**config.mk**
```make
export PLATFORM = sky130hd
export DESIGN_NAME = cix32_mem_arbiter
export DESIGN_NICKNAME = d
export VERILOG_FILES = /design/src/rtl/cix32_mem_arbiter.sv
export SDC_FILE = /design/constraint.sdc
export NUM_CORES = 1
export LEC_CHECK = 0
export ABC_AREA = 1
export CORE_ASPECT_RATIO = 1.25
export CORE_UTILIZATION = 42
export DETAILED_ROUTE_END_ITERATION = 6
export HOLD_SLACK_MARGIN = 0.1
export PLACE_DENSITY_LB_ADDON = 0.12
export SETUP_SLACK_MARGIN = 0.3
export SLEW_MARGIN = 20
export SYNTH_ARGS = -nofsm -noshare
export SYNTH_HDL_FRONTEND = slang
export SYNTH_SLANG_ARGS = --single-unit
```
**constraint.sdc**
```tcl
create_clock -name clk -period 1.4 [get_ports clk]
set_input_delay 0.28 -clock clk [delete_from_list [all_inputs] [get_ports clk]]
set_output_delay 0.28 -clock clk [all_outputs]
set_load 0.02 [all_outputs]
```
**src/rtl/cix32_mem_arbiter.sv**
```systemverilog
// cix32_mem_arbiter: serialises CIX-32 imem/dmem requests onto one memory port, round-robin on contention.
// Optional watchdog enabled by defining CIX32_ARB_TIMEOUT_EN.
module cix32_mem_arbiter #(
   parameter int ADDR_W         = 32,
   parameter int DATA_W         = 32,
   parameter int TIMEOUT_CYCLES = 64
) (
   input  logic              clk,
   input  logic              rst_n,
   input  logic [ADDR_W-1:0] imem_addr,
   input  logic              imem_req,
   output logic [DATA_W-1:0] imem_rdata,
   output logic              imem_ready,
   input  logic [ADDR_W-1:0] dmem_addr,
   input  logic [DATA_W-1:0] dmem_wdata,
   input  logic [DATA_W/8-1:0] dmem_wstrb,
   input  logic              dmem_we,
   input  logic              dmem_req,
   output logic [DATA_W-1:0] dmem_rdata,
   output logic              dmem_ready,
   output logic [ADDR_W-1:0] mem_addr,
   output logic [DATA_W-1:0] mem_wdata,
   output logic [DATA_W/8-1:0] mem_wstrb,
   output logic              mem_we,
   output logic              mem_req,
   input  logic [DATA_W-1:0] mem_rdata,
   input  logic              mem_ready,
   output logic              arb_owner,
   output logic              arb_timeout
);
   typedef enum logic [1:0] {IDLE, BUSY, DONE} state_t;
   state_t                state_q, state_d;
   logic                  last_owner_q, last_owner_d;
   logic [ADDR_W-1:0]     mem_addr_q, mem_addr_d;
   logic [DATA_W-1:0]     mem_wdata_q, mem_wdata_d;
   logic [DATA_W/8-1:0]   mem_wstrb_q, mem_wstrb_d;
   logic                  mem_we_q, mem_we_d;
   logic                  mem_req_q, mem_req_d;
   logic                  arb_owner_q, arb_owner_d;
   logic [DATA_W-1:0]     imem_rdata_q, imem_rdata_d;
   logic [DATA_W-1:0]     dmem_rdata_q, dmem_rdata_d;
   logic                  imem_ready_q, imem_ready_d;
   logic                  dmem_ready_q, dmem_ready_d;
   logic                  pick_dmem;
   // dmem wins when alone, or on contention when imem was served last
   assign pick_dmem = dmem_req && (!imem_req || !last_owner_q);
`ifdef CIX32_ARB_TIMEOUT_EN
   logic [31:0] cnt_q, cnt_d;
   logic        arb_timeout_q, arb_timeout_d;
   assign arb_timeout = arb_timeout_q;
`else
   assign arb_timeout = 1'b0 && (TIMEOUT_CYCLES > 0);
`endif
   always_comb begin
      state_d      = state_q;
      last_owner_d = last_owner_q;
      mem_addr_d   = mem_addr_q;
      mem_wdata_d  = mem_wdata_q;
      mem_wstrb_d  = mem_wstrb_q;
      mem_we_d     = mem_we_q;
      mem_req_d    = mem_req_q;
      arb_owner_d  = arb_owner_q;
      imem_rdata_d = imem_rdata_q;
      dmem_rdata_d = dmem_rdata_q;
      imem_ready_d = 1'b0;
      dmem_ready_d = 1'b0;
`ifdef CIX32_ARB_TIMEOUT_EN
      cnt_d         = cnt_q;
      arb_timeout_d = 1'b0;
`endif
      case (state_q)
         IDLE: if (imem_req || dmem_req) begin
            mem_addr_d   = pick_dmem ? dmem_addr : imem_addr;
            mem_wdata_d  = pick_dmem ? dmem_wdata : '0;
            mem_wstrb_d  = pick_dmem ? dmem_wstrb : '0;
            mem_we_d     = pick_dmem && dmem_we;
            mem_req_d    = 1'b1;
            arb_owner_d  = pick_dmem;
            last_owner_d = pick_dmem;
            state_d      = BUSY;
`ifdef CIX32_ARB_TIMEOUT_EN
            cnt_d        = '0;
`endif
         end
         BUSY: begin
            if (mem_ready) begin
               mem_req_d    = 1'b0;
               imem_rdata_d = (!arb_owner_q && !mem_we_q) ? mem_rdata : imem_rdata_q;
               dmem_rdata_d = (arb_owner_q && !mem_we_q) ? mem_rdata : dmem_rdata_q;
               imem_ready_d = !arb_owner_q;
               dmem_ready_d = arb_owner_q;
               state_d      = DONE;
            end
`ifdef CIX32_ARB_TIMEOUT_EN
            else if (cnt_q == 32'(TIMEOUT_CYCLES - 1)) begin
               mem_req_d     = 1'b0;
               imem_rdata_d  = arb_owner_q ? imem_rdata_q : '1;
               dmem_rdata_d  = arb_owner_q ? '1 : dmem_rdata_q;
               imem_ready_d  = !arb_owner_q;
               dmem_ready_d  = arb_owner_q;
               arb_timeout_d = 1'b1;
               state_d       = DONE;
            end else cnt_d = cnt_q + 32'd1;
`endif
         end
         default: state_d = IDLE;
      endcase
   end
   always_ff @(posedge clk or negedge rst_n) begin
      if (!rst_n) begin
         state_q      <= IDLE;
         last_owner_q <= 1'b0;
         mem_addr_q   <= '0;
         mem_wdata_q  <= '0;
         mem_wstrb_q  <= '0;
         mem_we_q     <= 1'b0;
         mem_req_q    <= 1'b0;
         arb_owner_q  <= 1'b0;
         imem_rdata_q <= '0;
         dmem_rdata_q <= '0;
         imem_ready_q <= 1'b0;
         dmem_ready_q <= 1'b0;
`ifdef CIX32_ARB_TIMEOUT_EN
         cnt_q         <= '0;
         arb_timeout_q <= 1'b0;
`endif
      end else begin
         state_q      <= state_d;
         last_owner_q <= last_owner_d;
         mem_addr_q   <= mem_addr_d;
         mem_wdata_q  <= mem_wdata_d;
         mem_wstrb_q  <= mem_wstrb_d;
         mem_we_q     <= mem_we_d;
         mem_req_q    <= mem_req_d;
         arb_owner_q  <= arb_owner_d;
         imem_rdata_q <= imem_rdata_d;
         dmem_rdata_q <= dmem_rdata_d;
         imem_ready_q <= imem_ready_d;
         dmem_ready_q <= dmem_ready_d;
`ifdef CIX32_ARB_TIMEOUT_EN
         cnt_q         <= cnt_d;
         arb_timeout_q <= arb_timeout_d;
`endif
      end
   end
   assign mem_addr   = mem_addr_q;
   assign mem_wdata  = mem_wdata_q;
   assign mem_wstrb  = mem_wstrb_q;
   assign mem_we     = mem_we_q;
   assign mem_req    = mem_req_q;
   assign arb_owner  = arb_owner_q;
   assign imem_rdata = imem_rdata_q;
   assign dmem_rdata = dmem_rdata_q;
   assign imem_ready = imem_ready_q;
   assign dmem_ready = dmem_ready_q;
endmodule
```
* After elaboration in Yosys (flattened, before gate mapping)
Index checks and enable logic that the tools add are counted.
Storage, ports and cells: bits in registers 139, latch bits 0, memory bits (writable) 0, ROM bits 0, input bits 138, output and inout port bits 138, word-level logic and storage cells 43, memories 0
Cells by class: add/subtract/negate cells 0, multiply operators 0, divide/modulo/power cells 0, magnitude comparators 0, eq/ne operators 3, shift-type cells 0, muxes and demuxes 13, bitwise logic cells 0, reductions and logical operators 16
Operators with widths (number):
- $mux 32 | 2
- $reduce_and 3->1 | 3
- $mux 1 | 6
- $logic_and 1x1->1 | 4
- $mux 2 | 2
- $mux 4 | 1
- $ne 2x2->1 const B | 2
- $pmux 2 s2 | 1
- $reduce_and 2->1 | 2
- $logic_not 1->1 | 3
- $eq 2x1->1 const B | 1
- $logic_not 2->1 | 1
- $logic_or 1x1->1 | 2
- $pmux 1 s2 | 1
- $reduce_bool 2->1 | 1

* Logic depth before layout (Yosys ltp)
Gate-level depths: netlist of the first run.
word-level depth 4, depth in mapped cells 7, depth with buffers taken out 6

* Worst setup path after synthesis of the first run
OpenSTA, ideal clock, no wires.
path type register to register, from reg arb_owner (netlist name), to reg mem_wdata_q[11] (netlist: mem_wdata[11]), library setup time 117 ps, arrival time 1242 ps, data required time 1283 ps, path slack 41 ps, cell stages (with the launch flop) 8, period minus slack after synthesis 1359 ps, path through dfrtp_1 > nand2_1 > nand2_2 > inv_2 > buf_4 > buf_6 > nand3_1 > nand2_1
RTL lines:
- end signal, assigned | line 131 | mem_wdata_q <= mem_wdata_d;
- end, declared | line 35 | logic [DATA_W-1:0] mem_wdata_q, mem_wdata_d;

* Final worst setup path of the first run
from reg mem_we_q (netlist: mem_we), to reg imem_rdata_q[12] (netlist: imem_rdata[12])
Between the ends: cells in the longest elaborated chain, start to end 3
RTL lines:
- start, declared | line 37 | logic mem_we_q, mem_we_d;
- start signal, assigned | line 133 | mem_we_q <= mem_we_d;
- $logic_not 1->1 | line 88 | imem_rdata_d = (!arb_owner_q && !mem_we_q) ? mem_rdata : imem_rdata_q;
- $logic_and 1x1->1 | line 88
- $reduce_and 3->1 (no line)
- end signal, assigned | line 136 | imem_rdata_q <= imem_rdata_d;
- end, declared | line 40 | logic [DATA_W-1:0] imem_rdata_q, imem_rdata_d;
No other way between the ends. A chain may end at the register's enable or synchronous reset.

==> impl.org, run 1 <==
** Finish
- Synth-to-layout area growth :: 76.3%
- Fraction of layout instances using a drive strength above 1 :: 27.0%
- In the final design database the tool counted 1210 nets.
- For this run, the share of the core covered by cells in the final layout is 76.2%.
- The number of antenna diodes in the final layout is 0.
- Layout Cells excl Fill :: 1260
- Non-Filler Cell Area, Final :: 10600 um2

** Floorplanning
- The floorplan step defined a die boundary enclosing 14800 um2.
- After floorplanning, the core was sized to cover 13900 um2.
- Once the floorplan was initialized, standard cells occupied 43.2% of the core.
- From left edge to right edge, the die measures 109 um.
- Measured along the y axis, the die boundary spans 136 um.
- In this run the core area contains 48 standard-cell rows.
- I/O pin count :: 276

** Placement
- Post-DP HPWL :: 12700 um
- In this run the cell area measured after placement is 9200 um2.
- Placed Cells incl. Taps :: 1177
- Final weighted congestion in routability-driven placement :: 0.817
- Input and output buffers added on the ports amount to 274.
- Placement-stage worst setup slack :: -0.226 ns

** Detailed routing
- Wires add up to 20000 um.
- Wire segments on met2 add up to 10500 um in the final route.
- Routed metal-1 wirelength :: 7740 um
- Dividing the detail-routed via count by the number of cells gives 4.90.
- Dividing the detail-routed wire length by the instance count gives 15.9 um.
- Starting DRC count in detailed routing :: 272
- Highest routed metal layer :: met4
- Final antenna-violating net count :: 0
- Total DRC errors in the routed layout :: 0
- For this block, the via count after detailed routing is 6177.
- Number of iterations in the first detailed-routing pass :: 5
- Wire segments on met3 add up to 1450 um in the final route.

** CTS
- Clock tree from TritonCTS :: yes
- H-tree levels :: 4
- Later-pin clock latency in the skew report :: 0.41 ns
- CTS clk-pin slew, worst paths :: 0.06 ns
- Clock tree synthesis inserted a total of 17 buffers.
- CTS sink count :: 139
- CTS root buf :: clkbuf_16
- The clock passes through at most 2 buffers.

** Status
- The flow ran to the end, and the final reports show no timing, DRC or antenna violations.

** Timing
- Setup slack after layout :: 0.0824 ns
- Setup repair after global routing could not meet its margin everywhere.
- The smallest clock period supported by the final layout is computed as 1.32 ns.
- The total count of hold-check failures in the final report came to 0.
- The max-slew violation total from the final report is 0.
- Clk_skew :: 0.00912 ns
- Count of endpoints failing setup in the final report :: 0
- Max Clock Freq :: 759 MHz
- Period utilisation layout :: 94.1%

** Power
- Cell Pwr Density :: 2300 nW/um2
- In this run the static leakage power is 5.66 nW.
- VDD sags by at most 1450 uV.

** Global routing
- Pin count of the biggest net entering global routing :: 48
- The initial antenna violation count came to 0.
- Number of global-route vias before repair :: 5818
- Global routing used 25.5% of the available tracks.
- Remaining global-route overflow :: 0
- Global-route wire length before repair :: 28900 um

** Critical path
- STA classifies the critical path startpoint as a flip-flop.
- The kind of cell with the highest combined delay along the critical path is flip-flops.
- Data on the critical path is required at its endpoint by 1.70 ns.
- Delay of the slowest cell on the worst path :: 0.44 ns
- Cell-by-cell listing of the critical path :: buf_12 -> nor2_4 -> nand3_2 -> buf_6 -> buf_12 -> nand2_1 -> nand2_1
- Cell type of the slowest stage on the worst timing path :: dfrtp_2
- CP Buf/Inv Count :: 3
- In this run the critical register-to-register path is launched from mem_we.
- CP startpoint :: mem_we
- Kind of critical path :: flip-flop to flip-flop
- At the worst endpoint, the arrival time is 1.62 ns.
- Maximum fanout along the worst path :: 11
- Category of the worst setup path capture point :: flip-flop

** Yosys
- Of all flip-flops after synthesis, the portion carrying an async set or reset was 100%.
- After synthesis, flip-flops and latches occupy 57.8% of the total area.
- Among all cell types in the netlist, the one instantiated most often is nand2_1.
- Cell types occupying the most area after synthesis :: dfrtp_1 58%, nand2_1 21%, nand3_1 8.6%, inv_1 4.3%, nand4_1 3.3%
- Total nets after synthesis :: 881
- The number of different library cells used by synthesis comes to 17.
- Area of the mapped netlist :: 6020 um2
- Share of the synthesized area in the top cell type :: 57.8%
- Mean area per synthesized cell :: 8.11 um2
- Synth top cells by count :: 339 x nand2_1, 139 x dfrtp_1, 103 x nand3_1
- Instance count of the mapped netlist :: 743
- The synthesized design spends more area on one cell type than any other, namely dfrtp_1.
- Synthesis inferred 139 register bits.
- Yosys printed 0 warnings.
- Yosys mapped a number of flops with a built-in enable equal to 0.
- In the synthesized netlist the dominant register cell turns out to be dfrtp_1.

** Run
- Across the run, the number of max-cap violations was 0.

** Worst hold path
- In this run the worst hold path is classified as input port to asynchronous set/reset pin.
path summary, 6_finish.rpt:
path / slack, ns / end / cells after the start
max: 0.08 / imem_rdata[12] / 7
min: 0.31 / dmem_rdata[5] / 2
max reg2reg: 0.08 / imem_rdata[12] / 7
min reg2reg: 0.49 / imem_rdata[28] / 2
max in group asynchronous: 0.60 / mem_addr[28] / 3
min in group clk: 0.33 / state_q[0] / 2
cell families after synthesis:
group / count (synthesis) / synth area share [%]
AO/OA/AOI/OAI: 2 / 0.166
buffers and inverters: 119 / 8.39
flip-flops: 139 / 57.8
other: 1 / 0.0623
AND/OR/NAND/NOR: 482 / 33.6
power by group:
part / total (mW) / internal (mW) / switching [mW]
combinational: 13.0 / 6.36 / 6.62
sequential: 7.35 / 5.93 / 1.42
clock: 4.09 / 2.32 / 1.77
cells in the final DEF, fill, tap and decap left out, drive strengths merged, types with 2 or more instances in the layout:
cell           count
inv               72
clkinv            10
dlymetal6s2s       2
clkdlybuf4s50    134
clkbuf            26
buf              214
dfrtp            139
nand4             32
clkinvlp           2
o21ai              2
nand3            103
nand2            340
nor2               6
routing by layer:
metal | vias to the layer above | GRT usage [%]
met5 | - | 0
met4 | 0 | 9.16
met3 | 26 | 7.38
met2 | 268 | 44.2
met1 | 2909 | 29.6
li1 | 2974 | -
through the flow:
| step | TNS, ns | hold WS [ns] | power [mW] |
|---|---|---|---|
| 3_3_place_gp | -18.07 | 0.177 | 18.0 |
| 4_1_cts | 0 | 0.303 | 23.7 |
| 2_1_floorplan | 0 | -0.0156 | 12.5 |
| 5_1_grt | 0 | 0.321 | 25.8 |
| 3_5_place_dp | -22.05 | 0.177 | 18.1 |
| 6_report | 0 | 0.308 | 24.4 |
registers in the layout, indices dropped and copies added, names as in the netlist:
signal and count:
mem_req 1, mem_wstrb 4, arb_owner 1, mem_addr 32, dmem_ready 1, imem_ready 1
dmem_rdata 32, state_q 2, imem_rdata 32, mem_we 1, mem_wdata 32
timing repair:
item | CTS | global route
hold buffers | 1 | 0
cloned | 0 | 8
endpoints found under the setup margin | 273 | 275
hold endpoints to repair | 139 | 0
pin swaps | 0 | 23
buffers inserted | 37 | 5
gates resized for setup | 823 | 57
area by class of cell:
class	instances	area, um2
timing repair buffer	358	3920
sequential	139	3480
fill	998	3320
multi-input combinational	485	2180
clock buffer	19	443
inverter	71	277
tap	175	219
clock inverter	13	96.3
No activity file was read; power rests on OpenSTA's default activity.
==> run 2, diff against run 1 <==
- CTS_CLUSTER_DIAMETER: not set -> 50
- RECOVER_POWER: not set -> 50
==> impl.org, run 2 (synthesized netlist as in run 1, its figures left out) <==
** Finish
- The final design instance area without fill is 10100 um2 (-4.4%).
- Fraction of layout instances using a drive strength above 1 :: 24.1% (-2.9 points)
- The net count of the finished layout came to 1210 (unchanged).
- Leaving out fill and tap cells, the most frequent cell in the layout is nand2_1.
- Compared with the post-synthesis result, the final layout area differs by 68.5%.
- The count of fill cells added during filler insertion came to 1085 (+8.7%).
- The non-filler instance count after layout was 1260 (unchanged).
- Antenna diode count :: 0 (unchanged)
- Most frequent cells in the layout :: 313 x nand2_1, 137 x dfrtp_1, 134 x clkdlybuf4s50_1
- Util after Layout :: 72.8% (-3.3 points)

** Timing
- The final period utilization is 94.2% (about the same).
- Number of slew-limit violations in the final report :: 0 (unchanged)
- Transition at the pin with the smallest max-transition slack :: 0.790 ns
- Clk_skew :: 0.00843 ns (-0.000689 ns)
- The number of setup violations in the final report was 0 (unchanged).
- Time the final worst path needs with I/O delays and setup :: 1.32 ns (+0.00100 ns)
- Setup slack after layout :: 0.0814 ns (-0.00100 ns)
- Max Clock Freq :: 758 MHz (about the same)
- Setup repair after global routing could not meet its margin everywhere.
- Worst rel slew slack :: 47.3%
- The total count of hold-check failures in the final report came to 0 (unchanged).

** Power
- Internal power component :: 13.5 mW (-7.7%)
- The proportion of power drawn by combinational gates was 51.4% (-1.7 points).
- The leakage power of the design came to 5.43 nW (-4.1%).
- Switching share of total power :: 41.7% (+1.6 points)
- Sequential share of power :: 31.0% (+0.9 points)
- The largest vdd supply drop came to 1350 uV (-7.1%).
- The switching power was 9.66 mW (-1.6%).
- The areal power density over the cells came to 2280 nW/um2 (-0.86%).
- The part of the power in the clock network was 17.6% (+0.9 points).

** Detailed routing
- The detail-routed via count per cell is 4.94 (+0.68%).
- The initial detailed-routing violation count was 304 (+12%).
- The count of TritonRoute iterations in the first routing pass is 5 (unchanged).
- Routed via count :: 6219 (+0.68%)
- Routed wirelength normalized by instance count :: 16.0 um (+0.53%)
- The DRC violation count after routing came to 0 (unchanged).
- Total routed wirelength :: 20100 um (+0.53%)
- The post-detailed-route count of antenna-violating nets is 0 (unchanged).

** Worst hold path
- In this run the most critical hold path is launched from mem_ready.
- The tightest min-delay check is of the input port to flip-flop type.

** CTS
- The deepest level of the CTS H-tree was 4 (unchanged).
- Clock tree from TritonCTS :: yes
- Maximum clock path buffer count :: 2 (unchanged)
- CTS root buf :: clkbuf_16
- Number of buffers inserted during clock tree synthesis :: 17 (unchanged)
- The clock sink total came to 139 (unchanged).
- Later-pin clock latency in the skew report :: 0.41 ns (about the same)
- CTS clk-pin slew, worst paths :: 0.06 ns (about the same)

** Critical path
- CP startpoint :: mem_we
- The largest fanout on the critical path is 11 (unchanged).
- Worst Path Arrival :: 1.62 ns (about the same)
- Critical Path RT :: 1.70 ns (about the same)
- On the critical path, the stage with the largest delay is an instance of dfrtp_2.
- The startpoint identified for the worst register-to-register timing path is mem_we.
- Cell-by-cell listing of the critical path :: buf_12 -> nor2_4 -> nand3_2 -> buf_6 -> buf_12 -> nand2_1 -> nand2_1
- Kind of critical path :: flip-flop to flip-flop
- STA classifies the critical path startpoint as a flip-flop.
- The worst setup path is captured at a flip-flop.
- Delay of the slowest cell on the worst path :: 0.44 ns (about the same)

** Global routing
- Global-route wire length before repair :: 28900 um (unchanged)
- The initial antenna violation count came to 0 (unchanged).
- The via count of the first global-routing pass was 5818 (unchanged).
- The largest net degree at the start of global routing came to 48 (unchanged).
- The total track usage is 25.5% (unchanged).
- The leftover overflow at the end of global routing is 0 (unchanged).

** Run
- The total of max-cap violations was 0 (unchanged).

** Floorplanning
- Overall die height :: 136 um (unchanged)
- The number of primary I/O pins came to 276 (unchanged).
- Initial Util :: 43.2% (unchanged)
- The die area came to 14800 um2 (unchanged).
- Chip Width :: 109 um (unchanged)
- The area of the core region came to 13900 um2 (unchanged).
- Count of standard-cell rows :: 48 (unchanged)

** Placement
- Placed Cells incl. Taps :: 1177 (unchanged)
- Buffers added on ports :: 274 (unchanged)
- The instance area after placement is 9200 um2 (unchanged).
- The placer's final routability congestion estimate came to 0.817 (unchanged).
- Post-DP HPWL :: 12700 um (unchanged)
- The worst slack after detailed placement came to -0.226 ns (unchanged).

** Status
- Result of the run :: finished, final reports clean
-- run 2: cell type report --
class	instances	area [um2]	area share, %
tap	175	219	2.16
inverter	71	277	2.72
timing repair buffer	358	3450	34.0
clock buffer	19	443	4.36
clock inverter	13	96.3	0.949
multi-input combinational	485	2180	21.5
sequential	139	3480	34.3
-- run 2: worst paths after layout --
path / endpoint / slack, ns / depth (start not counted)
worst max-delay path: imem_rdata[31] / 0.08 / 7
worst max register to register: imem_rdata[31] / 0.08 / 7
worst min register to register: imem_rdata[28] / 0.47 / 2
worst min-delay path: state_q[0] / 0.31 / 2
max in group asynchronous: mem_addr[28] / 0.19 / 3
min in group asynchronous: dmem_rdata[5] / 0.48 / 2
-- run 2: metal layers --
metal	vias to the layer above	track usage, %	wire [um]
li1	2971	-	-
met1	2938	29.6	7690
met2	274	44.2	10500
met3	36	7.38	1450
met4	0	9.16	511
met5	-	0	0
-- run 2: metrics by stage --
stage	hold slack, ns	TNS (ns)	power [mW]
3_5_place_dp	0.177	-22.05	18.1
2_1_floorplan	-0.0156	0	12.5
3_3_place_gp	0.177	-18.07	18.0
4_1_cts	0.303	0	23.7
5_1_grt	0.299	0	24.5
6_report	0.305	0	23.1
-- run 2: power by group through the flow --
stage,sequential (mW),clock (mW),combinational (mW)
3_3_place_gp,6.99,0,11.0
4_1_cts,7.32,4.15,12.2
2_1_floorplan,9.24,0,3.21
3_5_place_dp,6.98,0,11.1
5_1_grt,7.40,4.34,12.7
6_report,7.17,4.08,11.9
-- run 2: timing repair --
item / CTS / global route
gates resized for setup: 823 / 57
setup buffers: 37 / 5
setup endpoints to repair: 273 / 275
hold buffers: 1 / 0
hold endpoints to repair: 139 / 0
pin swaps: 0 / 23
cloned: 0 / 8
-- run 2: worst max-delay path: cells and delay by family, from the launching register on --
kind | cells | cell delay, ns
AND/OR/NAND/NOR | 4 | 0.32
buffers and inverters | 3 | 0.45
flip-flops | 1 | 0.44
==> run 3, diff against run 2 <==
- CORE_UTILIZATION: 42 -> 45
- clock period: 1.4 -> 1.57 ns (I/O delays scaled with it)
==> impl.org, run 3 (synthesized netlist as in run 1, its figures left out) <==
** Status
- Result of the run :: finished, final reports clean

** Timing
- Setup repair after global routing could not meet its margin everywhere.
- The worst setup skew after layout was 0.00618 ns (-0.00225 ns).
- Final Hold Viols :: 0 (unchanged)
- Setup TNS after final layout :: 0 ns (unchanged)
- Time the final worst path needs with I/O delays and setup :: 1.44 ns (+0.121 ns)
- The worst slew margin relative to its limit was 65.4% (+18 points).
- The max-slew violation total from the final report came to 0 (unchanged).
- The fmax was 695 MHz (-8.4%).
- The actual slew at the worst max-slew pin came to 0.518 ns (-0.272 ns).
- The number of setup violations in the final report was 0 (unchanged).
- The worst hold margin came to 0.346 ns (+0.0412 ns).
- The final period utilization came to 91.7% (-2.5 points).

** CTS
- H-tree levels :: 4 (unchanged)
- The clock sink total came to 139 (unchanged).
- The number of buffers created by CTS is 17 (unchanged).
- Clock tree from TritonCTS :: yes
- CTS clk-pin slew, worst paths :: 0.06 ns (about the same)
- The insertion delay of the later-clocked pin in the worst-skew pair is 0.41 ns (about the same).
- CTS root buf :: clkbuf_16
- The maximum number of buffers from clock root to sink was 2 (unchanged).

** Detailed routing
- The detail-routed via count per cell came to 5.07 (+2.6%).
- Starting DRC count in detailed routing :: 415 (+37%)
- The count of TritonRoute iterations in the first routing pass is 7 (+2).
- Routed via count :: 6474 (+4.1%)
- Total DRC errors in the routed layout :: 0 (unchanged)
- Routed wirelength normalized by instance count :: 17.3 um (+8.4%)
- Final antenna-violating net count :: 0 (unchanged)
- The aggregate routed wire length was 22100 um (+10%).

** Critical path
- Maximum fanout along the worst path :: 16 (+5)
- The endpoint required time on the critical path was 1.85 ns (+0.15 ns).
- The startpoint identified for the worst register-to-register timing path is state_q[1].
- Worst reg2reg setup slack :: 0.13 ns (+0.05 ns)
- The arrival time at the worst endpoint is 1.72 ns (+0.10 ns).
- STA classifies the critical path endpoint as a flip-flop.
- The worst setup path is launched from a flip-flop.
- Cells on worst reg2reg path :: 7 (unchanged)
- By startpoint and endpoint, the worst setup path is classified as flip-flop to flip-flop.
- The endpoint identified for the worst register-to-register timing path is dmem_rdata[11].

** Global routing
- Remaining global-route overflow :: 0 (unchanged)
- Antenna violations before repair :: 0 (unchanged)
- Number of global-route vias before repair :: 5994 (+3.0%)
- GRT Overall Usage :: 28.2% (+2.7 points)
- The first-pass GRT wire length was 30600 um (+5.6%).
- The largest net degree at the start of global routing was 42 (-13%).

** Power
- Sequential share of power :: 28.9% (-2.1 points)
- Switching share of total power :: 40.7% (-1.0 points)
- The cell internal power dissipation came to 13.3 mW (-1.5%).
- The total power of the final layout was 22.4 mW (-3.3%).
- Relative contribution of combinational cells to total power :: 51.3% (about the same)
- The part of the power in the clock network came to 19.8% (+2.2 points).
- The areal power density over the cells was 2140 nW/um2 (-6.2%).
- The largest vdd supply drop is 991 uV (-27%).
- The switching power was 9.12 mW (-5.6%).
- The leakage power of the design was 5.53 nW (+1.8%).

** Finish
- Layout Cells excl Fill :: 1278 (+1.4%)
- Number of nets in the finished design :: 1237 (+2.2%)
- The library cell used most frequently in the layout, excluding fill and tap cells, is nand2_1.
- Most frequent cells in the layout :: 327 x nand2_1, 137 x dfrtp_1, 135 x clkdlybuf4s50_1
- The share of post-route cells with drive strength above 1 is 23.0% (-1.1 points).
- Non-Filler Cell Area, Final :: 10500 um2 (+3.1%)
- Synth-to-layout area growth :: 73.8%
- The count of inserted antenna diode cells is 0 (unchanged).

** Floorplanning
- The die extent in x was 105 um (-3.3%).
- The area of the core region came to 12900 um2 (-7.5%).
- The number of primary I/O pins is 276 (unchanged).
- Count of standard-cell rows :: 46 (-4.2%)
- The starting density of the core came to 46.7% (+3.5 points).
- Overall die height :: 131 um (-3.3%)
- Floorplan die area :: 13900 um2 (-6.6%)

** Worst hold path
- The min-delay analysis places its worst path in the category input port to asynchronous set/reset pin.

** Placement
- Placed inst area :: 9120 um2 (-0.79%)
- The placer's final routability congestion estimate is 0.801 (-2.0%).
- The cell count after placement is 1167 (-0.85%).
- The HPWL reported at the end of detailed placement came to 12700 um (+0.16%).
- Buffers added on ports :: 274 (unchanged)

** Run
- Maxcap violations :: 0 (unchanged)
run 3: cell count changes in the layout (fill, tap and decap cells not counted), moves of 5 or more:
cell / delta
buf_4: +25
buf_6: +5
bufinv_16: +5
clkbuf_1: +25
clkbuf_2: -30
clkinv_4: -5
nand2_1: +14
nand2_2: -17
nand3_1: -11
nand3_2: +11
run 3: critical path, cell delays in order (launching register included):
cell     delay (ns)
dfrtp_1        0.37
inv_2          0.06
nand2_1        0.21
nor2_4         0.19
nand2_2        0.12
buf_12         0.18
nand2_1        0.08
nand2_1        0.09
run 3: cell type report:
cell class,count,area [um2]
clock buffer,17,425
tap,168,210
multi-input combinational,485,2210
inverter,71,274
fill,823,2420
timing repair buffer,385,3650
clock inverter,13,216
sequential,139,3480
run 3: power groups by stage:
stage / sequential [mW] / clock (mW) / combinational, mW
CTS: 6.38 / 4.43 / 10.2
global route: 6.61 / 4.61 / 12.2
detailed placement: 6.22 / 0 / 9.92
floorplan: 8.22 / 0 / 2.76
global placement: 6.21 / 0 / 9.77
finish: 6.47 / 4.43 / 11.5
run 3: repair_timing:
item | 4_1_cts | 5_1_grt
hold buffers | 1 | 0
setup buffers | 30 | 39
setup endpoints to repair | 224 | 259
gates resized for setup | 733 | 136
pin swaps | 0 | 15
cloned | 1 | 10
hold endpoints to repair | 80 | 0
run 3: through the flow:
stage	worst slack (ns)	utilization, %
after floorplan	0.300	-
final	0.130	81.2
after global placement	-0.0984	70.8
after CTS	0.214	76.8
after global routing	0.0634	81.2
after detailed placement	-0.108	70.8
run 3: metal layers:
metal	vias to the layer above	global-route usage, %	part of all wire (%)
met2	344	47.7	52
met3	78	7.34	7.8
met1	3024	32.8	36
met4	0	14.1	4.4
li1	3028	-	-
met5	-	0	0
run 3: worst max path at each step:
stage / from / end / slack [ns] / depth (start not counted)
after floorplan: arb_owner / mem_wdata[11] / 0.30 / 7
after global placement: dmem_req / state_q[0] / -0.1 / 6
after detailed placement: dmem_req / mem_wdata[11] / -0.11 / 7
after CTS: mem_we / mem_we / 0.21 / 1
after global routing: state_q[1] / dmem_rdata[11] / 0.06 / 7
final: state_q[1] / dmem_rdata[11] / 0.13 / 7
